**config.mk**
```make
export PLATFORM = sky130hd
export DESIGN_NAME = adder_arbiter
export DESIGN_NICKNAME = d
export VERILOG_FILES = /design/src/rtl/adder_arbiter_pkg.sv /design/src/rtl/adder_arbiter_core.sv /design/src/rtl/adder_arbiter.sv
export SDC_FILE = /design/constraint.sdc
export NUM_CORES = 1
export LEC_CHECK = 0
export ABC_CLOCK_PERIOD_IN_PS = 4000
export CELL_PAD_IN_SITES_DETAIL_PLACEMENT = 0
export CELL_PAD_IN_SITES_GLOBAL_PLACEMENT = 1
export CORE_MARGIN = 4
export CORE_UTILIZATION = 37
export CTS_BUF_LIST = sky130_fd_sc_hd__clkbuf_4 sky130_fd_sc_hd__clkbuf_8
export CTS_CLUSTER_SIZE = 24
export DETAILED_ROUTE_END_ITERATION = 6
export PLACE_DENSITY = 0.95
export SLEW_MARGIN = 20
export SYNTH_ARGS = -nofsm -noshare
export SYNTH_HDL_FRONTEND = slang
export SYNTH_SLANG_ARGS = --single-unit
```
**constraint.sdc**
```tcl
create_clock -name clock -period 4 [get_ports clock]
set_input_delay 0.4 -clock clock [delete_from_list [all_inputs] [get_ports clock]]
set_output_delay 0.4 -clock clock [all_outputs]
set_load 0.05 [all_outputs]
```
**src/rtl/adder_arbiter_pkg.sv**
```systemverilog
// Shared definitions for the round-robin shared-adder arbiter.
package adder_arbiter_pkg;

  // Default sizing of the arbiter and its adder.
  localparam int unsigned DEF_N_REQ = 4;
  localparam int unsigned DEF_WIDTH = 8;
  localparam int unsigned DEF_ID_W  = 2;

  // Arbiter FSM states; encoding matches the legacy 2-bit state values.
  typedef enum logic [1:0] {
    S_IDLE = 2'd0,
    S_EXEC = 2'd1,
    S_RESP = 2'd2
  } arb_state_t;

endpackage : adder_arbiter_pkg

```
**src/rtl/adder_arbiter_core.sv**
```systemverilog
// Combinational unsigned adder producing a WIDTH-bit sum and carry-out.
module adder_core
  import adder_arbiter_pkg::*;
#(
  parameter int unsigned WIDTH = DEF_WIDTH
) (
  input  logic [WIDTH-1:0] a,
  input  logic [WIDTH-1:0] b,
  output logic [WIDTH-1:0] sum,
  output logic             cout
);

  logic [WIDTH:0] w_full;

  // Full WIDTH+1-bit sum so the top bit is the carry-out.
  always_comb begin
    w_full = {1'b0, a} + {1'b0, b};
  end

  assign sum  = w_full[WIDTH-1:0];
  assign cout = w_full[WIDTH];

endmodule : adder_core

```
**src/rtl/adder_arbiter.sv**
```systemverilog
// Round-robin arbiter sharing one registered adder between N_REQ requesters.
module adder_arbiter
  import adder_arbiter_pkg::*;
#(
  parameter int unsigned N_REQ = DEF_N_REQ,
  parameter int unsigned WIDTH = DEF_WIDTH,
  parameter int unsigned ID_W  = DEF_ID_W
) (
  input  logic                   clock,
  input  logic                   reset,
  input  logic [N_REQ-1:0]       req_valid,
  input  logic [N_REQ*WIDTH-1:0] req_a,
  input  logic [N_REQ*WIDTH-1:0] req_b,
  output logic [N_REQ-1:0]       req_ready,
  output logic                   rsp_valid,
  input  logic                   rsp_ready,
  output logic [ID_W-1:0]        rsp_id,
  output logic [WIDTH-1:0]       rsp_sum,
  output logic                   rsp_carry,
  output logic                   busy,
  output logic [7:0]             done_count
);

  arb_state_t        r_state;
  logic [ID_W-1:0]   r_last_grant;
  logic [WIDTH-1:0]  r_op_a;
  logic [WIDTH-1:0]  r_op_b;
  logic [ID_W-1:0]   r_op_id;
  logic              r_rsp_valid;
  logic [ID_W-1:0]   r_rsp_id;
  logic [WIDTH-1:0]  r_rsp_sum;
  logic              r_rsp_carry;
  logic [7:0]        r_done_count;

  logic              w_found;
  logic [ID_W-1:0]   w_win_id;
  logic [WIDTH-1:0]  w_sel_a;
  logic [WIDTH-1:0]  w_sel_b;
  logic [WIDTH-1:0]  w_sum;
  logic              w_cout;

  // Round-robin search: first valid requester starting just after the last grant.
  // The outer loop walks priority order; the inner loop turns the rotated
  // position back into a constant index so no variable bit-select is needed.
  always_comb begin
    w_found  = 1'b0;
    w_win_id = '0;
    for (int unsigned k = 1; k <= N_REQ; k++) begin
      for (int unsigned i = 0; i < N_REQ; i++) begin
        if (!w_found && req_valid[i] &&
            (i == ((32'(r_last_grant) + k) % N_REQ))) begin
          w_found  = 1'b1;
          w_win_id = ID_W'(i);
        end
      end
    end
  end

  // Operand mux selecting the winner's packed operand slices.
  always_comb begin
    w_sel_a = '0;
    w_sel_b = '0;
    for (int unsigned i = 0; i < N_REQ; i++) begin
      if (w_win_id == ID_W'(i)) begin
        w_sel_a = req_a[i*WIDTH +: WIDTH];
        w_sel_b = req_b[i*WIDTH +: WIDTH];
      end
    end
  end

  // One-hot grant, only offered while idle.
  always_comb begin
    req_ready = '0;
    if ((r_state == S_IDLE) && w_found) begin
      req_ready = N_REQ'(1) << w_win_id;
    end
  end

  adder_core #(
    .WIDTH (WIDTH)
  ) u_adder_core (
    .a    (r_op_a),
    .b    (r_op_b),
    .sum  (w_sum),
    .cout (w_cout)
  );

  // Arbiter FSM: accept a request, run the add, hold the response until taken.
  always_ff @(posedge clock or posedge reset) begin
    if (reset) begin
      r_state      <= S_IDLE;
      r_last_grant <= ID_W'(N_REQ - 1);
      r_op_a       <= '0;
      r_op_b       <= '0;
      r_op_id      <= '0;
      r_rsp_valid  <= 1'b0;
      r_rsp_id     <= '0;
      r_rsp_sum    <= '0;
      r_rsp_carry  <= 1'b0;
      r_done_count <= '0;
    end else begin
      case (r_state)
        S_IDLE: begin
          if (w_found) begin
            r_op_a       <= w_sel_a;
            r_op_b       <= w_sel_b;
            r_op_id      <= w_win_id;
            r_last_grant <= w_win_id;
            r_state      <= S_EXEC;
          end
        end
        S_EXEC: begin
          r_rsp_sum   <= w_sum;
          r_rsp_carry <= w_cout;
          r_rsp_id    <= r_op_id;
          r_rsp_valid <= 1'b1;
          r_state     <= S_RESP;
        end
        S_RESP: begin
          if (rsp_ready) begin
            r_rsp_valid  <= 1'b0;
            r_done_count <= r_done_count + 8'd1;
            r_state      <= S_IDLE;
          end
        end
        default: begin
          r_state <= S_IDLE;
        end
      endcase
    end
  end

  assign rsp_valid  = r_rsp_valid;
  assign rsp_id     = r_rsp_id;
  assign rsp_sum    = r_rsp_sum;
  assign rsp_carry  = r_rsp_carry;
  assign busy       = (r_state != S_IDLE);
  assign done_count = r_done_count;

endmodule : adder_arbiter

```
# Yosys cells after proc, flatten, opt, wreduce, memory -nomap -nowiden
# Index checks and enable logic that the tools add are counted.
# totals
latch_bits	0
word_cells	140
inputBits	71
mem_bits_rw	0
mem_count	0
rom_bits	0
register_bits	42
# classes
order_cmp	0
eq_ne	19
reduce_logical	59
mux	45
bitwise_logic	0
shift	1
n_mul	0
n_addsub	6
n_div	0
# ops
op	n
logical NOT 32 bit	4
2-to-1 mux 8 bit	8
logical AND 1 bit	32
2-to-1 mux 2 bit	16
2-to-1 mux 1 bit	18
equality test 2 bit, first input constant	8
logical NOT 1 bit	15
adder 8 x 8 -> 9 bit	1
adder 8 x 1 -> 8 bit, second input constant	1
equality test 1 x 2 -> 1 bit, first input constant	4
AND reduction 2 bit	4
equality test 2 bit, second input constant	3
case mux 2 bit (3 select lines)	1
adder 2 x 1 -> 2 bit, second input constant	2
adder 2 bit, second input constant	2
equality test 2 x 1 -> 1 bit, second input constant	2
logical NOT 2 bit	2
2-to-1 mux 4 bit	1
inequality test 2 bit, second input constant	2
nonzero test 2 bit	2
<< shifter 1 x 2 -> 4 bit, first input constant	1
case mux 1 bit (2 select lines)	1

# Depth between registers and ports, before layout
# Gate-level depths: netlist (run 1).
# depth
depth_word	69
mapped_depth	8
ltp_nobuf	8

# Modules after synthesis
# Synthesis (run 1) repeated with hierarchy kept, for this count alone.
# hier_totals
cells_unflattened	259
hier_area_um2	2588.7
# by_module_without_submodules
mod	cells_per_inst	instances	area_each_um2
adder_arbiter	217	1	2264.7
adder_core	42	1	324.1

# Worst setup path before layout (run 1)
# Ideal clock, no wire load.
# synth_timing
path_type	reg-to-output
from	reg r_last_grant[0]
to	out req_ready[0]
stages_incl_launch_ff	8
setup_slack_ps	1180
required_ps	3600
arrival_ps	2420
path_cell_list	dfstp_2 > nand2b_1 > o21ai_0 > a211oi_1 > buf_4 > buf_4 > inv_1 > nor3_1
# synth_between
elab_chain_len	66
elab_cells_between_ends	100
# synth_lines
element	line_no	source
from (decl)	adder_arbiter.sv:25	logic [ID_W-1:0] r_last_grant;
from (signal assigned)	adder_arbiter.sv:92	r_last_grant <= ID_W'(N_REQ - 1);
from (signal assigned)	adder_arbiter.sv:108	r_last_grant <= w_win_id;
adder 2 x 1 -> 2 bit	adder_arbiter.sv:51	(i == ((32'(r_last_grant) + k) % N_REQ))) begin
logical NOT 32 bit	adder_arbiter.sv:51	
logical AND 1 bit	adder_arbiter.sv:50	if (!w_found && req_valid[i] &&
2-to-1 mux 1 bit	adder_arbiter.sv:50	
logical NOT 1 bit	adder_arbiter.sv:50	
logical AND 1 bit (2 in a row)	adder_arbiter.sv:50	
2-to-1 mux 1 bit	adder_arbiter.sv:50	
logical NOT 1 bit	adder_arbiter.sv:50	
(+47 left out)	n/a	
logical NOT 1 bit	adder_arbiter.sv:50	
logical AND 1 bit (2 in a row)	adder_arbiter.sv:50	
2-to-1 mux 1 bit	adder_arbiter.sv:50	
logical NOT 1 bit	adder_arbiter.sv:50	
logical AND 1 bit (2 in a row)	adder_arbiter.sv:50	
2-to-1 mux 2 bit / 2-to-1 mux 1 bit (equally long branches)	adder_arbiter.sv:50	
<< shifter 1 x 2 -> 4 bit / logical AND 1 bit (equally long branches)	adder_arbiter.sv:75, adder_arbiter.sv:74	
2-to-1 mux 4 bit *	adder_arbiter.sv:74	if ((r_state == S_IDLE) && w_found) begin
to (decl)	adder_arbiter.sv:14	output logic [N_REQ-1:0] req_ready,
# Mark *: on every way between the ends. The rest lies on a longest branch, timed or not.

# Worst setup path after layout (run 1)
# layout_timing
from	in req_valid[3]
to	out req_ready[0]
# layout_between
elab_chain_len	53
elab_cells_between_ends	67
# layout_lines
element	line_no	source
from (decl)	adder_arbiter.sv:11	input logic [N_REQ-1:0] req_valid,
logical AND 1 bit (2 in a row)	adder_arbiter.sv:50	
2-to-1 mux 1 bit	adder_arbiter.sv:50	
logical NOT 1 bit	adder_arbiter.sv:50	
logical AND 1 bit (2 in a row)	adder_arbiter.sv:50	
2-to-1 mux 1 bit	adder_arbiter.sv:50	
logical NOT 1 bit	adder_arbiter.sv:50	
logical AND 1 bit (2 in a row)	adder_arbiter.sv:50	
2-to-1 mux 1 bit	adder_arbiter.sv:50	
(+32 left out)	n/a	
logical NOT 1 bit	adder_arbiter.sv:50	
logical AND 1 bit (2 in a row)	adder_arbiter.sv:50	
2-to-1 mux 1 bit	adder_arbiter.sv:50	
logical NOT 1 bit	adder_arbiter.sv:50	
logical AND 1 bit (2 in a row)	adder_arbiter.sv:50	
2-to-1 mux 2 bit / 2-to-1 mux 1 bit (equally long branches)	adder_arbiter.sv:50	
<< shifter 1 x 2 -> 4 bit / logical AND 1 bit (equally long branches)	adder_arbiter.sv:75, adder_arbiter.sv:74	
2-to-1 mux 4 bit *	adder_arbiter.sv:74	
# Marked as above.

==> results.md, run 1 <==
- Largest cells by area after synthesis: dfrtp_1 35%, mux2i_1 11%, a21oi_1 6.5%, nand2_1 5.3%, nand3_1 4.9%
- Clock sinks: 42
- Worst Tran Pin Value: 692 ps
- Maximum clock frequency: 313 MHz
- Post-synthesis sequential area ratio: 0.369
- Crit path required time: 3600 ps
- CTS clk-pin slew, worst paths: around 70 ps
- Final setup vio count: 0
- Post-synthesis compound-gate area fraction: 0.161
- Power per cell area: 740 nW/um^2
- Port bufs: 95
- Global route overflow: 0
- Slowest cell on crit path: clkdlybuf4s50_1
- Total of max-cap violations: 0
- Adder-Cell Fraction of Synth Area: 0.0465
- Antenna Violating Nets Remaining: 0
- Post-route minimum period: roughly 3200 ps
- Site Rows: 31
- Most frequent cells after synthesis: 40 x dfrtp_1, 40 x nand2_1, 37 x a21oi_1
- Worst Path Class, Setup: in -> out
- CTS tree: done
- Clk pwr share: 0.098
- Area growth from synthesis to layout: 37.8%
- Mean Syn Cell Area: 8.97 sq um
- CTS root buffer: clkbuf_8
- Die height: approximately 96 microns
- Die span in x: 95.8 microns
- Unrepaired setup endpoints after global routing: false
- Initial antenna violation count: 0
- Core area: 7370 sq um
- Main combinational cell family by area after synthesis: simple AND/OR/NAND/NOR gates
- Crit path DAT: approximately 2800 ps
- Layout cell share with drive strength beyond 1: 0.0790
- CTS buffer count: 5
- Die area: 9170 sq um
- Worst Hold Depth: 1
- Clock Skews: 4.69 ps
- Distinct cells, synth: 46
- Ordered list of cells on the worst path: clkdlybuf4s50_1 -> nand2b_1 -> o21ai_0 -> a211oi_4 -> inv_1 -> nor3_1 -> clkdlybuf4s50_1
- # hold bufs at CTS: 0
- Outcome: complete, no violations
- Routability cong.: 0.782
- Crit path launch type: input pin
- Io pins: 96
- Largest net degree at the start of global routing: 43
- Post-synth EDFFs: 0
- Resized Gates After CTS: 0
- Syn. warnings: 0
- Worst Reg-to-Reg Cells: 6
- Drt drc: 0
- Synth Register Bits: 42
- Crit end category: primary output
- Max-slew violations: 0
- H-tree Lvls: 2
- Worst hold slack: 478 ps
- Yosys top cell by area: dfrtp_1
- Setup repair bufs after CTS: 0
- DR iter-0 viols: 78
- Drt total wl: 6560 microns
- Total power: about 2.9 mW
- CP max FO: 10
- Hold Vio Cnt, Final: 0
- Xor/xnor share of the synthesized area: 0.0246
- Drt first pass iters: 4
- Global-route wire length before repair: 10900 microns
- Period Utilization, post-route: 0.798
- WL per Instance: ~13 microns
- Filler instances: 691
- Max IR drop VDD: about 0.00026 V
- Syn nets: 399
- Critical Path Max Stage Delay: 830 ps
- Via density: 5.01
- Clock tree buffer depth: 2
- Post-synthesis async set-or-reset flop share: 1.00
- Static leakage: between 1.5 and 2 nW
- Worst rel slew slack: 0.538
- Post-Synthesis Cells: 318
- Yosys top cell area share: 0.351
- Total track usage: 0.149
- # diodes: 0
- Crit-path most repeated cell: clkdlybuf4s50_1
- Hold/Removal Path Class: reg -> reg
- Multiplexer share of the synthesized area: 0.116
- Primary FF master, synth: dfrtp_1
- Switching share of power: 0.482
- Cell area after synthesis: 2850 sq um
- Final #Nets: 485
- Sum Neg Setup Slack: 0 ps
- Dpl hpwl: 5260 microns
- Starting Density: 0.387
- Pint: between 1.5 and 2 mW
- Comb pwr share: 0.639
- Routed via count: 2524
- Clk_lat worst skew: 290 ps
- Simple-Gate Fraction of Synth Area: 0.211
- Switching Power: 1.40 mW
- Number of global-route vias before repair: between 2000 and 2500
- Reg power frac: 0.263
==> through the flow <==
| step | cells | area, sq um | utilization | setup WS [ps] |
|---|---|---|---|---|
| after detailed placement | 496 | 3830 | 0.520 | 826 |
| after floorplan | 318 | 2850 | - | 1180 |
| after global routing | 504 | 3930 | 0.533 | 586 |
| after global placement | 496 | 3830 | 0.520 | 899 |
| after CTS | 504 | 3930 | 0.533 | 825 |
| final | 504 | 3930 | 0.533 | 807 |
==> layer usage <==
metal,GRT usage,share of wire,vias up
li1,-,-,1304
met1,0.205,0.47,1136
met2,0.241,0.45,77
met3,0.0360,0.069,7
met4,0.0249,0.0076,0
met5,0,0,-
==> path summary, 6_finish.rpt <==
path	slack, ps	to	startpoint
min in group asynchronous	530	r_op_b[6]	reset
worst min register to register	480	done_count[7]	done_count[7]
worst max register to register	1580	r_op_b[1]	r_last_grant[0]
worst min-delay path	480	done_count[7]	done_count[7]
max in group asynchronous	3100	r_last_grant[1]	reset
worst max-delay path	810	req_ready[0]	req_valid[3]
==> critical path: cells and delay by family <==
family,cells,cell delay (ps)
simple gates,2,290
buf+inv,3,1420
compound gates,2,680
==> flip-flops by register name (all words and copies together) (netlist names) <==
signal,flops
r_op_id,2
rsp_valid,1
r_last_grant,2
rsp_carry,1
rsp_id,2
rsp_sum,8
r_op_b,8
done_count,8
r_state,2
r_op_a,8
==> power by group through the flow <==
stage / combinational, mW / sequential, mW / clock, mW
finish: 1.86 / 0.765 / 0.284
global route: 2.05 / 0.797 / 0.311
CTS: 1.87 / 0.767 / 0.292
detailed placement: 1.86 / 0.775 / 0
global placement: 1.84 / 0.767 / 0
floorplan: 1.15 / 1.02 / 0
==> kinds of logic (layout without fill, tap and decap cells) <==
family	after synthesis	after routing
fa+ha+maj	10	10
flops	42	42
mux	33	33
buf+inv	33	120
simple gates	115	115
xor+xnor	8	8
compound gates	77	77
==> final cells by class <==
class                   instances  area (sq um)  share of cell area
clock buffers                   7          90.1              0.0229
clock inverters                 1          5.00             0.00127
inverters                      11          43.8              0.0111
multi-input cells             243          1610               0.410
flip-flops and latches         42          1050               0.268
well taps                      99           124              0.0315
repair buffers                101          1000               0.255
==> cell usage in the layout (no fill, tap or decap), types with 2 or more instances in the layout <==
| master | instances |
|---|---|
| inv_1 | 9 |
| ha_1 | 9 |
| mux2i_1 | 32 |
| o221ai_1 | 2 |
| nor2_1 | 10 |
| nor2b_1 | 3 |
| a31oi_1 | 2 |
| or4_1 | 2 |
| nand2b_1 | 6 |
| nand3_1 | 28 |
| nand3_2 | 8 |
| xnor2_1 | 4 |
| dfstp_2 | 2 |
| a21oi_1 | 37 |
| o21ai_0 | 10 |
| nand2_1 | 40 |
| buf_4 | 7 |
| clkdlybuf4s50_1 | 93 |
| dfrtp_1 | 40 |
| o211ai_1 | 16 |
| o21a_1 | 2 |
| nor3_1 | 8 |
| clkbuf_8 | 6 |
| xor2_1 | 4 |
| o31ai_1 | 3 |
Note: power is estimated with default switching activity, not from simulation.
==> inputs of run 2 (changes only) <==
--- a/config.mk
+++ b/config.mk
@@ -5,15 +5,15 @@
 export SDC_FILE = /design/constraint.sdc
 export NUM_CORES = 1
 export LEC_CHECK = 0
-export ABC_CLOCK_PERIOD_IN_PS = 4000
+export ABC_CLOCK_PERIOD_IN_PS = 2800
 export CELL_PAD_IN_SITES_DETAIL_PLACEMENT = 0
 export CELL_PAD_IN_SITES_GLOBAL_PLACEMENT = 1
 export CORE_MARGIN = 4
-export CORE_UTILIZATION = 37
+export CORE_UTILIZATION = 31
 export CTS_BUF_LIST = sky130_fd_sc_hd__clkbuf_4 sky130_fd_sc_hd__clkbuf_8
 export CTS_CLUSTER_SIZE = 24
 export DETAILED_ROUTE_END_ITERATION = 6
-export PLACE_DENSITY = 0.95
+export PLACE_DENSITY = 0.86
 export SLEW_MARGIN = 20
 export SYNTH_ARGS = -nofsm -noshare
 export SYNTH_HDL_FRONTEND = slang
==> constraint.sdc (replaced) <==
create_clock -name clock -period 2.8 [get_ports clock]
set_input_delay 0.28 -clock clock [delete_from_list [all_inputs] [get_ports clock]]
set_output_delay 0.28 -clock clock [all_outputs]
set_load 0.05 [all_outputs]
==> results.md, run 2 (synthesized netlist as in run 1, its figures left out) <==
- Setup repair bufs after CTS: 0 (unchanged)
- Clock Skews: 3.58 ps (-1.11 ps)
- Final setup vio count: 0 (unchanged)
- Hold Vio Cnt, Final: 0 (unchanged)
- Core Util, Final: 0.453 (-0.0801)
- Core area: 8850 sq um (+20%)
- Area of the multi-input gates: 1610 sq um (unchanged)
- WL per Instance: 14.6 microns (+12%)
- Filler instances: 851 (+23%)
- Power per cell area: 1090 nW/um^2 (+47%)
- Crit path launch type: register
- Finished Cell Area: 4010 sq um (+2.0%)
- Clock tree buffer depth: 2 (unchanged)
- CTS buffer count: 5 (unchanged)
- Crit end category: primary output
- Worst Path Class, Setup: reg -> out
- Global-route wire length before repair: 12400 microns (+14%)
- Number of global-route vias before repair: 2498 (+4.2%)
- Routability cong.: 0.796 (+1.8%)
- Sum Neg Setup Slack: 0 ps (unchanged)
- Port bufs: 95 (unchanged)
- Most frequent cells in the layout: 90 x clkdlybuf4s50_1, 40 x nand2_1, 40 x dfrtp_1
- Clock sinks: 42 (unchanged)
- Static leakage: 1.72 nW (+1.7%)
- Max-slew violations: 0 (unchanged)
- CTS tree: done
- CP max FO: 8 (-2)
- Worst Hold Depth: 2 (+1)
- Worst rel slew slack: 0.417 (-0.121)
- Total of max-cap violations: 0 (unchanged)
- Total power: 4.37 mW (+50%)
- Hold Path Sink: rsp_id[1]
- Post-placement cell area: 3890 sq um (+1.6%)
- Post-route minimum period: 2550 ps
- Worst Reg-to-Reg Cells: 6 (unchanged)
- Crit path required time: 2520 ps (-1080 ps)
- Layout cell share with drive strength beyond 1: 0.0911 (+0.0121)
- Initial antenna violation count: 0 (unchanged)
- R2R setup slack: 630 ps (-950 ps)
- Die span in x: 104 microns (+8.5%)
- Largest net degree at the start of global routing: 43 (unchanged)
- Drt drc: 0 (unchanged)
- Hold/Removal Path Class: reg -> reg
- Reg area: 1050 sq um (unchanged)
- # hold bufs at CTS: 0 (unchanged)
- # diodes: 0 (unchanged)
- Io pins: 96 (unchanged)
- Final #Nets: 486 (+0.21%)
- Area growth from synthesis to layout: 40.6%
- DR iter-0 viols: 126 (+62%)
- H-tree Lvls: 2 (unchanged)
- Crit path DAT: 2270 ps (-520 ps)
- Die height: 104 microns (+8.5%)
- Antenna Violating Nets Remaining: 0 (unchanged)
- CTS root buffer: clkbuf_8
- Worst reg2reg path startpoint: r_last_grant[0]
- Max IR drop VDD: 0.000341 V (+29%)
- Resized Gates After CTS: 0 (unchanged)
- Routed via count: 2541 (+0.67%)
- Starting Density: 0.322 (-0.0647)
- Dpl hpwl: 5740 microns (+9.1%)
- Drt total wl: 7480 microns (+14%)
- Outcome: complete, no violations
- CTS clk-pin slew, worst paths: 80 ps (about the same)
- Total track usage: 0.137 (-0.0113)
- Global route overflow: 0 (unchanged)
- Maximum clock frequency: between 300 and 400 MHz
- Commonest non-fill, non-tap cell in the layout: clkdlybuf4s50_1
- Die area: 10800 sq um (+18%)
- Worst Tran Pin Value: 873 ps (+181 ps)
- Period Utilization, post-route: 0.911
- Unrepaired setup endpoints after global routing: false
- Via density: 4.94 (-1.3%)
- Site Rows: 34 (+9.7%)
- Drt first pass iters: 4 (unchanged)
- Min-Delay Startpoint: r_op_id[1]
- Reg2reg end: r_op_b[4]
- Clk_lat worst skew: 300 ps (about the same)
## run 2: changes by cell type in the layout (fill, tap and decap cells not counted), sizes merged
cell	previous run	this run
buf	8	12
bufinv	0	1
clkbuf	7	6
clkdlybuf4s50	93	90
clkinv	2	0
clkinvlp	0	1
inv	10	11
## run 2: metrics by stage
step,setup slack [ps],hold slack [ps],cells
CTS,262,478,514
floorplan,100,387,318
finish,249,475,514
global route,147,507,514
global placement,414,455,506
detailed placement,378,458,506
## run 2: worst max path at each step
stage                         start      endpoint  slack (ps)
finish              r_last_grant[0]  req_ready[0]         250
global route        r_last_grant[0]  req_ready[0]         150
CTS                 r_last_grant[0]  req_ready[0]         260
detailed placement     req_valid[3]     r_op_a[3]         380
global placement       req_valid[3]     r_op_b[3]         410
floorplan           r_last_grant[0]  req_ready[0]         100
## run 2: critical path: stages, from the launching register on
cell      delay, ps
dfstp_2         560
nand2b_1        120
o21ai_0         150
a211oi_4        540
inv_1           120
nor3_1          300
buf_12          190
## run 2: area by class of cell
cell class	instances	share of cell area
clock buffer	6	0.0190
clock inverter	2	0.00936
inverter	11	0.0109
multi-input combinational	243	0.401
sequential	42	0.263
tap	108	0.0337
timing repair buffer	102	0.263
## run 2: metal layers
| metal | track usage | wire [microns] | part of all wire |
|---|---|---|---|
| met1 | 0.203 | 3750 | 0.50 |
| met2 | 0.208 | 3290 | 0.44 |
| met3 | 0.0298 | 385 | 0.051 |
| met4 | 0.0256 | 59 | 0.0079 |
| met5 | 0 | 0 | 0 |
## run 2: report_power, final
part           leakage (nW)  total [mW]  internal (mW)  switching [mW]
clock                0.0548       0.501          0.276           0.225
combinational          1.15        2.76           1.10            1.66
sequential            0.517        1.10          0.902           0.202
total                  1.72        4.37           2.28            2.09
